## src/rtl/ps2_host_tx.sv

```systemverilog
// ps2_host_tx: open-drain PS/2 host-to-device command byte transmitter
module ps2_host_tx #(
  parameter int INHIBIT_CYCLES = 5000,
  parameter int TIMEOUT_CYCLES = 750000
) (
  input  logic       CLK,
  input  logic       RST_N,
  input  logic [7:0] TX_DATA,
  input  logic       TX_VALID,
  output logic       TX_READY,
  output logic       TX_DONE,
  output logic       TX_ERR,
  output logic       BUSY,
  input  logic       PS2_CLK_IN,
  input  logic       PS2_DAT_IN,
  output logic       PS2_CLK_OE,
  output logic       PS2_DAT_OE
);
  localparam int IW = INHIBIT_CYCLES > 1 ? $clog2(INHIBIT_CYCLES) : 1;
  localparam int TW = TIMEOUT_CYCLES > 1 ? $clog2(TIMEOUT_CYCLES) : 1;
  localparam logic [2:0] IDLE = 3'd0, INHIBIT = 3'd1, REQ = 3'd2, SHIFT = 3'd3, ACK = 3'd4, WAIT_IDLE = 3'd5;
  logic [2:0] state_q, state_d;
  logic [1:0] clk_sync_q, clk_sync_d, dat_sync_q, dat_sync_d;
  logic clk_prev_q, clk_prev_d;
  logic [8:0] frame_q, frame_d;
  logic [3:0] bit_q, bit_d;
  logic [IW-1:0] inh_q, inh_d;
  logic [TW-1:0] to_q, to_d;
  logic clk_oe_q, clk_oe_d, dat_oe_q, dat_oe_d, done_q, done_d, err_q, err_d;
  logic clk_s, dat_s, fall, accept, counting, timed_out;
  assign clk_s = clk_sync_q[1];
  assign dat_s = dat_sync_q[1];
  assign fall = clk_prev_q && !clk_s;
  assign TX_READY = state_q == IDLE && !done_q && !err_q;
  assign accept = TX_VALID && TX_READY;
  assign BUSY = state_q != IDLE;
  assign TX_DONE = done_q;
  assign TX_ERR = err_q;
  assign PS2_CLK_OE = clk_oe_q;
  assign PS2_DAT_OE = dat_oe_q;
  always_comb begin
    clk_sync_d = {clk_sync_q[0], PS2_CLK_IN};
    dat_sync_d = {dat_sync_q[0], PS2_DAT_IN};
    clk_prev_d = clk_s;
    counting = state_q inside {SHIFT, ACK, WAIT_IDLE};
    timed_out = counting && to_q == TW'(TIMEOUT_CYCLES - 1);
    inh_d = state_q == INHIBIT ? inh_q + 1'b1 : '0;
    to_d = counting ? to_q + 1'b1 : '0;
    state_d = state_q;
    frame_d = frame_q;
    bit_d = bit_q;
    dat_oe_d = dat_oe_q;
    done_d = 1'b0;
    err_d = 1'b0;
    case (state_q)
      IDLE: if (accept) begin
        state_d = INHIBIT;
        frame_d = {~^TX_DATA, TX_DATA};
        bit_d = '0;
      end
      INHIBIT: if (inh_q == IW'(INHIBIT_CYCLES - 1)) begin
        state_d = REQ;
        dat_oe_d = 1'b1;
      end
      REQ: state_d = SHIFT;
      SHIFT: if (fall) begin
        dat_oe_d = bit_q != 4'd9 && !frame_q[0];
        frame_d = frame_q >> 1;
        bit_d = bit_q + 4'd1;
        state_d = bit_q == 4'd9 ? ACK : SHIFT;
      end
      ACK: if (fall) begin
        state_d = dat_s ? IDLE : WAIT_IDLE;
        err_d = dat_s;
      end
      WAIT_IDLE: if (clk_s && dat_s) begin
        state_d = IDLE;
        done_d = 1'b1;
      end
      default: state_d = IDLE;
    endcase
    if (timed_out) begin
      state_d = IDLE;
      done_d = 1'b0;
      err_d = 1'b1;
    end
    dat_oe_d = state_d == IDLE ? 1'b0 : dat_oe_d;
    clk_oe_d = state_d == INHIBIT || state_d == REQ;
  end
  always_ff @(posedge CLK) begin
    if (!RST_N) begin
      state_q <= IDLE;
      clk_sync_q <= 2'b11;
      dat_sync_q <= 2'b11;
      clk_prev_q <= 1'b1;
      frame_q <= '0;
      bit_q <= '0;
      inh_q <= '0;
      to_q <= '0;
      clk_oe_q <= 1'b0;
      dat_oe_q <= 1'b0;
      done_q <= 1'b0;
      err_q <= 1'b0;
    end else begin
      state_q <= state_d;
      clk_sync_q <= clk_sync_d;
      dat_sync_q <= dat_sync_d;
      clk_prev_q <= clk_prev_d;
      frame_q <= frame_d;
      bit_q <= bit_d;
      inh_q <= inh_d;
      to_q <= to_d;
      clk_oe_q <= clk_oe_d;
      dat_oe_q <= dat_oe_d;
      done_q <= done_d;
      err_q <= err_d;
    end
  end
endmodule

```

## config.mk

```make
export PLATFORM = sky130hd
export DESIGN_NAME = ps2_host_tx
export DESIGN_NICKNAME = d
export VERILOG_FILES = /design/src/rtl/ps2_host_tx.sv
export SDC_FILE = /design/constraint.sdc
export NUM_CORES = 1
export LEC_CHECK = 0
export ABC_AREA = 1
export CAP_MARGIN = 20
export CORE_MARGIN = 8
export CORE_UTILIZATION = 58
export CTS_CLUSTER_SIZE = 12
export DETAILED_ROUTE_END_ITERATION = 7
export PLACE_DENSITY = 0.85
export SYNTH_ARGS = -nofsm -noshare
export SYNTH_HDL_FRONTEND = slang
export SYNTH_SLANG_ARGS = --single-unit
```

## constraint.sdc

```tcl
create_clock -name CLK -period 2.23 [get_ports CLK]
set_clock_uncertainty 0.2 [all_clocks]
set_input_delay 0.446 -clock CLK [delete_from_list [all_inputs] [get_ports CLK]]
set_output_delay 0.446 -clock CLK [all_outputs]
set_load 0.03 [all_outputs]
```

==> metrics.cfg <==
[run_status]
status = finished clean

[setup_path]
critPathKind = register to output pin
endpoint_kind = output pin
cp_data_arrival_time_ps = 1410
required_ps = 1580
path_max_fanout = 7
cp-start-kind = register

[timing]
worst_slack_ps = 175
slew_headroom = 0.751
setup_violations = 0
post-route-period-util = 0.922
hold_violations = 0
tightest_slew_ps = 373
fin_tns_setup_ps = 0
rsz0062_at_grt = false
finalMaxSlewViolations = 0
hold_ws_ps = 215
period_minus_slack_ps = 2050
fmax_mhz = 487

[clock_network]
ctsHoldBuffers = 0
cts_max_path_buffers = 2
post-cts-setup-buffers = 0
cts_tree = built
h-tree-depth = 3
cts_buffers = 9
ctsResizeCount = 2
cts-root-buf = clkbuf_8
clk_latency_ps = 340
cts.clk_slew.worst_paths_ps = 60
clock_sinks = 58

[synth]
ys_ff_latch = 58
yosysSeqAreaShare = 0.414
yosys_warnings = 0
syn-cell-area_mm2 = 0.00281
synth_nets = 410
syn-instance-count = 393
ys.flop_type = dfxtp_1
synthArstFlopShare = 0
synth-edff-count = 0
syn_avg_cell_area_um2 = 7.14
synth.distinct_cells = 34

[min_path]
hold_path_class = register to register

[power_and_ir_drop]
internal_power_w = 0.00161
power_frac_comb = 0.069
seqPwrFrac = 0.510
switching_share = 0.233
vdd_drop_max_v = 0.000540
pwr_density_cell_mw_per_mm2 = 655
clkPwrFrac = 0.422
p_leak_nw = 1.23
power.switching_w = 0.000491

[global_routing]
grt_pass1_vias = 2405
grt_max_degree = 23
track_usage = 0.173
grt_overflow = 0
antenna_found_initial = 0
grt_pass1_wl_mm = 10.2

[placement]
placement.io_buffers = 18
dp_hpwl_mm = 4.13
post-place-ws_ps = 199
place.gp.congestion = 0.821

[final_layout]
layout_commonest_cell = nand2_1
layout.nets = 435
most-common-layout-cells = 86 x nand2_1, 58 x dfxtp_1, 44 x inv_1, 44 x nor2_1, 29 x a21oi_1
final_core_util = 0.685
area_growth_pct = 14.6
diodes = 0
drive_gt1_frac = 0.109

[detailed_routing]
wire_per_inst_um = 12.0
first_pass_iters = 4
drt.antenna.violating_nets = 0
num_vias = 2544
routed_wl_mm = 5.71
via_per_inst = 5.33
drt_first_iter_violations = 144
post-route-drc-count = 0

[die]
die_y_um = 85.5
core_area_mm2 = 0.00469
rows = 25
die_w_um = 85.5
dieArea_mm2 = 0.00732
start_util = 0.598
ios = 19

[job]
drv_cap = 0

-- cell usage after synthesis (3+ instances only) --
master	number	area (um2)
xor2_1	4	35.0
nand3_2	3	30.0
ha_1	4	50.1
inv_2	3	11.3
o21ai_0	22	110
a31oi_1	9	56.3
nor3_1	10	50.1
nor2_1	44	165
or2_2	10	62.6
nor2_2	4	25.0
clkbuf_1	3	11.3
nand2_2	4	25.0
xnor2_1	7	61.3
nand2_1	86	323
nand3_1	22	110
nand4_1	7	43.8
dfxtp_1	58	1160
a21oi_1	29	145
inv_1	44	165
-- worst paths after layout --
check,start,end,slack (ps),cells after the start
setup reg to reg,to_q[0],PS2_DAT_OE,270,10
hold / removal,clk_sync_q[0],clk_sync_q[1],210,1
hold reg to reg,clk_sync_q[0],clk_sync_q[1],210,1
setup / recovery,state_q[0],TX_READY,180,4
-- metal layers --
metal	share of wire	track usage	vias to the layer above
li1	-	-	1330
met1	0.45	0.194	1157
met2	0.49	0.290	50
met3	0.046	0.0688	7
met4	0.011	0.0653	0
met5	0	0	-
-- power groups by stage --
stage          clock [W]  combinational, W  sequential [W]
2_1_floorplan          0         0.0000930         0.00110
3_3_place_gp           0          0.000143         0.00109
3_5_place_dp           0          0.000146         0.00110
4_1_cts         0.000910          0.000145         0.00107
5_1_grt         0.000955          0.000160         0.00108
6_report        0.000888          0.000144         0.00107
-- registers in the layout, indices dropped and copies added (netlist names) --
name / cells
inh_q: 13
TX_ERR: 1
bit_q: 4
clk_prev_q: 1
PS2_CLK_OE: 1
clk_sync_q: 2
frame_q: 9
to_q: 20
TX_DONE: 1
PS2_DAT_OE: 1
state_q: 3
dat_sync_q: 2
-- per-stage QoR --
stage	area, um2	power, W	cells
2_1_floorplan	2810	0.00119	393
3_3_place_gp	3040	0.00124	461
3_5_place_dp	3040	0.00124	461
4_1_cts	3220	0.00213	477
5_1_grt	3220	0.00219	477
6_report	3220	0.00211	477
-- worst max-delay path: stages (launching register included) --
cell	delay (ps)
dfxtp_1	370
nor2_1	120
nand3_1	110
inv_1	70
dlygate4sd2_1	400
-- cell type report --
class / count / area, um2
Clock buffer: 14 / 173
Timing Repair Buffer: 21 / 200
Inverter: 47 / 176
Sequential cell: 58 / 1160
Fill cell: 402 / 1480
Clock inverter: 2 / 10.0
Tap cell: 54 / 67.6
Multi-Input combinational cell: 281 / 1430
-- logic make-up (layout without fill, tap and decap cells) --
family	count (synthesis)	count (layout)	synth area share
AO/OA/AOI/OAI	65	65	0.124
XOR/XNOR	11	11	0.0343
adder cells (fa/ha/maj)	4	4	0.0178
buffers and inverters	54	84	0.0772
flip-flops	58	58	0.414
AND/OR/NAND/NOR	201	201	0.333
Note: power is estimated with default switching activity, not from simulation.
